[src/rtl/serial_adder_n.sv]
// serial_adder_n
// Digit-serial adder: accepts two WIDTH-bit operands plus a carry-in, adds
// them DIGIT bits per clock (least-significant slice first) and presents
// the WIDTH-bit result with carry-out and signed overflow behind a
// valid/ready handshake.
//
// Parameters:
//   WIDTH  operand/result width (>= 2)
//   DIGIT  bits processed per cycle; must divide WIDTH
//
// Ports:
//   clk        rising-edge clock
//   rst_n      asynchronous active-low reset
//   in_valid   a/b/cin (and op) are valid
//   in_ready   block idle and able to accept operands
//   a, b       operands
//   cin        carry-in (ignored when subtracting)
//   op         0 = add, 1 = subtract (only with SERADD_SUB_EN)
//   out_valid  sum/cout/overflow are valid
//   out_ready  consumer takes the result
//   sum        result
//   cout       carry out of the MSB (1 = no borrow when subtracting)
//   overflow   two's-complement overflow
//
// Optional feature macro: SERADD_SUB_EN (adds the op port and subtraction).
module serial_adder_n #(
    parameter int WIDTH = 8,
    parameter int DIGIT = 1
) (
    input  logic             clk,
    input  logic             rst_n,
    input  logic             in_valid,
    output logic             in_ready,
    input  logic [WIDTH-1:0] a,
    input  logic [WIDTH-1:0] b,
    input  logic             cin,
`ifdef SERADD_SUB_EN
    input  logic             op,
`endif
    output logic             out_valid,
    input  logic             out_ready,
    output logic [WIDTH-1:0] sum,
    output logic             cout,
    output logic             overflow
);

    localparam int N  = WIDTH / DIGIT;
    localparam int CW = (N > 1) ? $clog2(N) : 1;
    localparam logic [CW-1:0] CNT_LAST = CW'(N - 1);
    localparam logic [CW-1:0] CNT_ONE  = CW'(1);

    typedef enum logic [1:0] {
        IDLE = 2'd0,
        RUN  = 2'd1,
        DONE = 2'd2
    } state_t;

    state_t           state_r;
    state_t           state_s;
    logic [WIDTH-1:0] a_r;
    logic [WIDTH-1:0] b_r;
    logic [WIDTH-1:0] acc_r;
    logic             carry_r;
    logic [CW-1:0]    cnt_r;
    logic [WIDTH-1:0] sum_r;
    logic             cout_r;
    logic             ovf_r;

    logic [WIDTH-1:0] b_load_s;
    logic             carry_load_s;
    logic [DIGIT:0]   slice_s;
    logic [WIDTH-1:0] slice_ext_s;
    logic [WIDTH-1:0] acc_next_s;
    logic             msb_cin_s;
    logic             last_s;
    logic             in_ready_s;
    logic             out_valid_s;

    // Adds one DIGIT-wide slice with carry; the top bit is the slice carry-out.
    function automatic logic [DIGIT:0] slice_add(
        input logic [DIGIT-1:0] x,
        input logic [DIGIT-1:0] y,
        input logic             c
    );
        return {1'b0, x} + {1'b0, y} + {{DIGIT{1'b0}}, c};
    endfunction

    // Operand conditioning: subtraction is a + ~b + 1, so invert b and force carry.
    always_comb begin
        b_load_s     = b;
        carry_load_s = cin;
`ifdef SERADD_SUB_EN
        if (op) begin
            b_load_s     = ~b;
            carry_load_s = 1'b1;
        end else begin
            b_load_s     = b;
            carry_load_s = cin;
        end
`endif
    end

    // Slice arithmetic and result assembly for the current RUN cycle.
    always_comb begin
        slice_s     = slice_add(a_r[DIGIT-1:0], b_r[DIGIT-1:0], carry_r);
        slice_ext_s = '0;
        slice_ext_s[DIGIT-1:0] = slice_s[DIGIT-1:0];
        // New slice enters at the top; after N shifts slice 0 sits at bit 0.
        acc_next_s  = (acc_r >> DIGIT) | (slice_ext_s << (WIDTH - DIGIT));
        // Carry into the MSB recovered from the MSB's own sum bit.
        msb_cin_s   = a_r[DIGIT-1] ^ b_r[DIGIT-1] ^ slice_s[DIGIT-1];
        last_s      = (cnt_r == CNT_LAST);
    end

    // State register.
    always_ff @(posedge clk or negedge rst_n) begin
        if (!rst_n) begin
            state_r <= IDLE;
        end else begin
            state_r <= state_s;
        end
    end

    // Next-state logic.
    always_comb begin
        state_s = state_r;
        case (state_r)
            IDLE:    if (in_valid)  state_s = RUN;  else state_s = IDLE;
            RUN:     if (last_s)    state_s = DONE; else state_s = RUN;
            DONE:    if (out_ready) state_s = IDLE; else state_s = DONE;
            default: state_s = IDLE;
        endcase
    end

    // Handshake outputs decoded from the registered state.
    always_comb begin
        in_ready_s  = 1'b0;
        out_valid_s = 1'b0;
        case (state_r)
            IDLE:    in_ready_s  = 1'b1;
            DONE:    out_valid_s = 1'b1;
            default: begin
                in_ready_s  = 1'b0;
                out_valid_s = 1'b0;
            end
        endcase
    end

    // Datapath: operand capture, per-slice accumulation, result registers.
    always_ff @(posedge clk or negedge rst_n) begin
        if (!rst_n) begin
            a_r     <= '0;
            b_r     <= '0;
            acc_r   <= '0;
            carry_r <= 1'b0;
            cnt_r   <= '0;
            sum_r   <= '0;
            cout_r  <= 1'b0;
            ovf_r   <= 1'b0;
        end else begin
            case (state_r)
                IDLE: begin
                    if (in_valid) begin
                        a_r     <= a;
                        b_r     <= b_load_s;
                        carry_r <= carry_load_s;
                        cnt_r   <= '0;
                    end
                end
                RUN: begin
                    a_r     <= a_r >> DIGIT;
                    b_r     <= b_r >> DIGIT;
                    acc_r   <= acc_next_s;
                    carry_r <= slice_s[DIGIT];
                    cnt_r   <= cnt_r + CNT_ONE;
                    // Visible outputs change only when the full result is ready.
                    if (last_s) begin
                        sum_r  <= acc_next_s;
                        cout_r <= slice_s[DIGIT];
                        ovf_r  <= msb_cin_s ^ slice_s[DIGIT];
                    end
                end
                default: begin
                    cnt_r <= cnt_r;
                end
            endcase
        end
    end

    assign in_ready  = in_ready_s;
    assign out_valid = out_valid_s;
    assign sum       = sum_r;
    assign cout      = cout_r;
    assign overflow  = ovf_r;

endmodule
[config.mk]
export PLATFORM = sky130hd
export DESIGN_NAME = serial_adder_n
export DESIGN_NICKNAME = d
export VERILOG_FILES = /design/src/rtl/serial_adder_n.sv
export SDC_FILE = /design/constraint.sdc
export NUM_CORES = 1
export LEC_CHECK = 0
export BUFFER_PORTS_ARGS = -buffer_cell sky130_fd_sc_hd__buf_2
export CAP_MARGIN = 30
export CORE_ASPECT_RATIO = 0.75
export CORE_MARGIN = 2
export CORE_UTILIZATION = 40
export CTS_BUF_LIST = sky130_fd_sc_hd__clkbuf_4
export DETAILED_ROUTE_END_ITERATION = 12
export HOLD_SLACK_MARGIN = 0.1
export REMOVE_ABC_BUFFERS = 1
export SYNTH_ARGS = -nofsm -noshare
export SYNTH_HDL_FRONTEND = slang
export SYNTH_SLANG_ARGS = --single-unit
[constraint.sdc]
create_clock -name clk -period 2.1 [get_ports clk]
set_input_delay 0.21 -clock clk [delete_from_list [all_inputs] [get_ports clk]]
set_output_delay 0.21 -clock clk [all_outputs]
set_load 0.01 [all_outputs]
; ---- Word level (Yosys, flattened, before mapping)
; Index checks and enable logic that the tools add are counted.
[word_totals]
register_bits = 40
in_bits = 21
out_inout_bits = 12
wordCells = 38
[classes]
n_addsub = 3
eq_ne = 4
muxes = 14
bitwise = 4
reduce_logical = 4
[op_table]
columns = cell, count
row1 = one-hot mux 8 bit (2 select lines), 2
row2 = two-way mux 8 bit, 2
row3 = OR 7 x 8 -> 8 bit, 1
row4 = one-hot mux 2 bit (3 select lines), 1
row5 = one-hot mux 3 bit (2 select lines), 1
row6 = two-way mux 1 bit, 4
row7 = two-way mux 2 bit, 2
row8 = AND reduction 2 bit, 2
row9 = "adder 3 x 1 -> 3 bit, second input constant", 1
row10 = "equality test 3 bit, second input constant", 1
row11 = two-way mux 3 bit, 1
row12 = bitwise XOR 1 bit, 3
row13 = adder 1 x 1 -> 2 bit, 1
row14 = adder 2 x 1 -> 2 bit, 1
row15 = "equality test 2 x 1 -> 1 bit, second input constant", 1
row16 = "equality test 2 bit, second input constant", 1
row17 = logical NOT 2 bit, 1
row18 = "inequality test 2 bit, second input constant", 1
row19 = one-hot mux 1 bit (2 select lines), 1
row20 = nonzero test 2 bit, 1

; ---- Longest topological paths before layout
[depth]
word_depth = 4
ltp_mapped = 6
depth_no_buf = 5

; ---- Least setup slack after synthesis
; Ideal clock, no wire load.
[synth_path]
path_type = register -> register
start = register a_r[0]
end = register ovf_r, in the netlist overflow
setup_ps = 127
arrival_ps = 1315
required_time_ps = 1973
path_slack_ps = 658
path_stages_with_launch = 5
n_path_buf = 0
synth_period_minus_slack_ps = 1442
path_cell_list = dfrtp_1 -> fa_1 -> xnor2_1 -> xnor2_1 -> o21ai_0
[synth_between]
elab_chain_cells = 4
elab_cells_between_ends = 5
classes_between = add/sub (2) / bitwise (3)
[synth_lines]
columns = item, line_no
row1 = start: declaration, 60  ; logic [WIDTH-1:0] a_r;
row2 = start signal: assignment, 171  ; a_r <= a_r >> DIGIT;
row3 = adder 1 x 1 -> 2 bit, 85  ; return {1'b0, x} + {1'b0, y} + {{DIGIT{1'b0}}, c};
row4 = adder 2 x 1 -> 2 bit, 85
row5 = bitwise XOR 1 bit, 111  ; msb_cin_s = a_r[DIGIT-1] ^ b_r[DIGIT-1] ^ slice_s[DIGIT-1];
row6 = bitwise XOR 1 bit (*), 180  ; ovf_r <= msb_cin_s ^ slice_s[DIGIT];
row7 = end signal: assignment, 180
row8 = end: declaration, 67  ; logic ovf_r;
; Mark *: on every way between the ends. The rest lies on a longest branch, timed or not.
; A chain may end at the register's enable or synchronous reset.

; ---- Final worst setup path
[layout_path]
start = register state_r[0]
end = output port in_ready
[layout_between]
elab_chain_cells = 2
[layout_lines]
columns = item, line_no
row1 = start: declaration, 58  ; state_t state_r;
row2 = start signal: assignment, 120  ; state_r <= state_s;
row3 = logical NOT 2 bit, 139  ; case (state_r)
row4 = two-way mux 1 bit, 139
row5 = end: declaration, 33  ; output logic in_ready,
; No other way between the ends.

==> flow_summary.yaml <==
logic_synthesis:
  synth_seq_area_share: 0.5571
  synth_xor_area_frac: 0.01500
  syn_area_um2: 1752
  synth-simple-area-share: 0.1171
  synth_top_family_by_area: "compound AO/OA/AOI/OAI gates"
  synth_compound_area_frac: 0.1786
  synth-seq-cells: 39
  avgSynthCellArea_um2: 11.52
  ys_async_sr_fraction: 1.000
  synth_most_common_cell: "dfrtp_1"
  synth_area_leaders: "dfrtp_1 56%, a2bb2oi_1 6.5%, nand2_1 5.4%"
  synth_edf_count: 0
  yosysUniqueCellTypes: 27
  synth_top_area_cell: "dfrtp_1"
  yosys-top-cells-count: "39 x dfrtp_1, 25 x nand2_1, 13 x a2bb2oi_1"
  synth_fa_ha_area_frac: 0.02571
  syn_inst: 152
  ys.flop_type: "dfrtp_1"
  synth_top_area_frac: 0.5571
  synth_mux_area_frac: 0.06214
  synth_warnings: 0
global_route:
  grt.overflow.total: 0
  grt_max_degree: 40
  grt_pass1_wl_um: 6285
  first_global_vias: 1302
  grt_antenna_before_repair: 0
  grt.total_usage: 0.1712
finish:
  syn2layout_area_growth_pct: 17.29
  fillerInstances: 387
  finalNetCount: 211
  drive_above_1_share: 0.2872
  num_antenna_cells: 0
  finalInstanceArea_um2: 2054
sta:
  slew_headroom: 0.4089
  finalHoldViolations: 0
  fmax_mhz: 578.5
  worst_slack_ns: 0.3715
  min_period_over_period: 0.8231
  tns_ns: 0
  worstMarginPinSlew_ns: 0.8866
  setup_viol: 0
  drv_slew: 0
  clock_skew_ns: 0.01196
  finalCriticalPeriod_ns: 1.729
  grt_setup_unrepaired: "no"
drt:
  wire_per_inst_um: 15.45
  drtPass1Iterations: 4
  ant_nets: 0
  vias: 1270
  initialDrtViolationCount: 58
  drc_errors: 0
  wl_um: 3754
  avgViaCountPerCell: 5.226
place:
  io_buffers: 32
  place_congestion: 0.7890
  place_area_um2: 1933
  hpwl_um: 2462
  post-place-ws_ns: 0.4683
hold_path:
  hold_path.class: "primary input to flip-flop"
  hold-path-cell-count: 3
  hp-start: "a[2]"
clocking:
  cts_tree: "done"
  post_cts_buffers: 0
  cts_max_path_buffers: 2
  cts.reportedPaths.clkPinSlew_ns: 0.13
  cts_sinks: 39
  clk_latency_ns: 0.35
  cts_root_buffer: "clkbuf_4"
  cts_max_level: 2
  cts_buffers: 5
power:
  powerDensity_nw_per_um2: 1556
  leakagePower_nw: 1.018
  peakVddDrop_mv: 0.6080
critical_path:
  reg2regPathDepth: 2
  critPathKind: "flip-flop to output pin"
  regToRegSetupSlack_ns: 0.38
  worstReg2RegEnd: "cnt_r[1]"
  crit_end: "in_ready"
  crit_start: "state_r[0]"
  path_max_fanout: 14
  critPathLaunchType: "flip-flop"
  r2r-start: "state_r[0]"
  cp-end-kind: "output pin"
  cp.required_ns: 1.89
  worstPathArrival_ns: 1.52
die:
  dieArea_um2: 4930
  rows: 20
  io_pins: 33
  die_h_um: 61.31
  coreArea_um2: 4129
  initial_core_util: 0.4242
  fp.dieW_um: 80.41
status:
  status: "complete, no violations"
run:
  maxCapViolations: 0
-- cell families (layout without fill, tap and decap cells) --
logic type                 after synthesis  count (layout)
and+or+nand+nor                         43              43
DFF                                     39              39
adders and majority gates                3               3
xor gates and xnor gates                 3               3
muxes                                    8               8
buffers and inverters                   14              50
AOI/OAI and AO/OA                       42              42
-- per-layer routing --
layer  track usage  routed length, um  vias to the layer above
met4       0.08232                 64                        0
met1        0.2292               1831                      639
met2        0.2702               1746                       18
li1              -                  -                      605
met5             0                  0                        -
met3       0.03812                112                        8
-- critical path, cell delays in order, from the launching register on --
cell and delay (ns):
dfrtp_1 0.71, buf_4 0.26, nor2_1 0.05, buf_2 0.15
-- area by class of cell --
class                      count  area (um2)  area share
inverter                       4       15.01    0.007308
multi-input combinational     99       698.2      0.3398
timing repair buffer          38       215.2      0.1048
clock inverter                 3       43.79     0.02132
sequential                    39       975.9      0.4750
clock buffer                   5       37.54     0.01827
tap                           55       68.82     0.03350
-- per-stage QoR --
step,hold slack [ns],total power [W],instances,utilization
detailed placement,0.3800,0.002698,231,0.4682
CTS,0.1570,0.003219,243,0.4976
floorplan,-0.08559,0.002289,142,-
global route,0.1679,0.003417,243,0.4976
global placement,0.3649,0.002623,231,0.4682
finish,0.1726,0.003197,243,0.4976
-- state kept, by name (all words and copies together), names as in the netlist --
register / flops
carry_r: 1
cout: 1
acc_r: 7
overflow: 1
a_r: 8
cnt_r: 3
state_r: 2
b_r: 8
sum: 8
-- layout by cell type (no fill, tap or decap), types with 4 or more instances in the layout --
master	n
nor2_1	10
a2bb2oi_1	13
buf_2	32
nand2_1	25
o22a_1	7
dlygate4sd3_1	4
mux2_4	5
dfrtp_1	39
o22ai_1	8
clkbuf_4	5
o21ai_0	7
-- what timing repair did --
action | 4_1_cts | 5_1_grt
gates resized for setup | 0 | 0
endpoints found under the hold margin | 42 | 0
hold buffers | 4 | 0
setup endpoints to repair | 0 | 0
-- how the worst min path moves through the flow --
stage	end
after global placement	a_r[7]
after CTS	carry_r
after floorplan	a_r[0]
final	a_r[2]
after detailed placement	a_r[7]
after global routing	carry_r
-- where the power goes --
part	leakage, nW	total, W	internal, W	switching, W
clock	0.0452	0.000515	0.000251	0.000264
combinational	0.500	0.00133	0.000692	0.000635
sequential	0.473	0.00135	0.00109	0.000261
(Power assumes the default switching activity.)
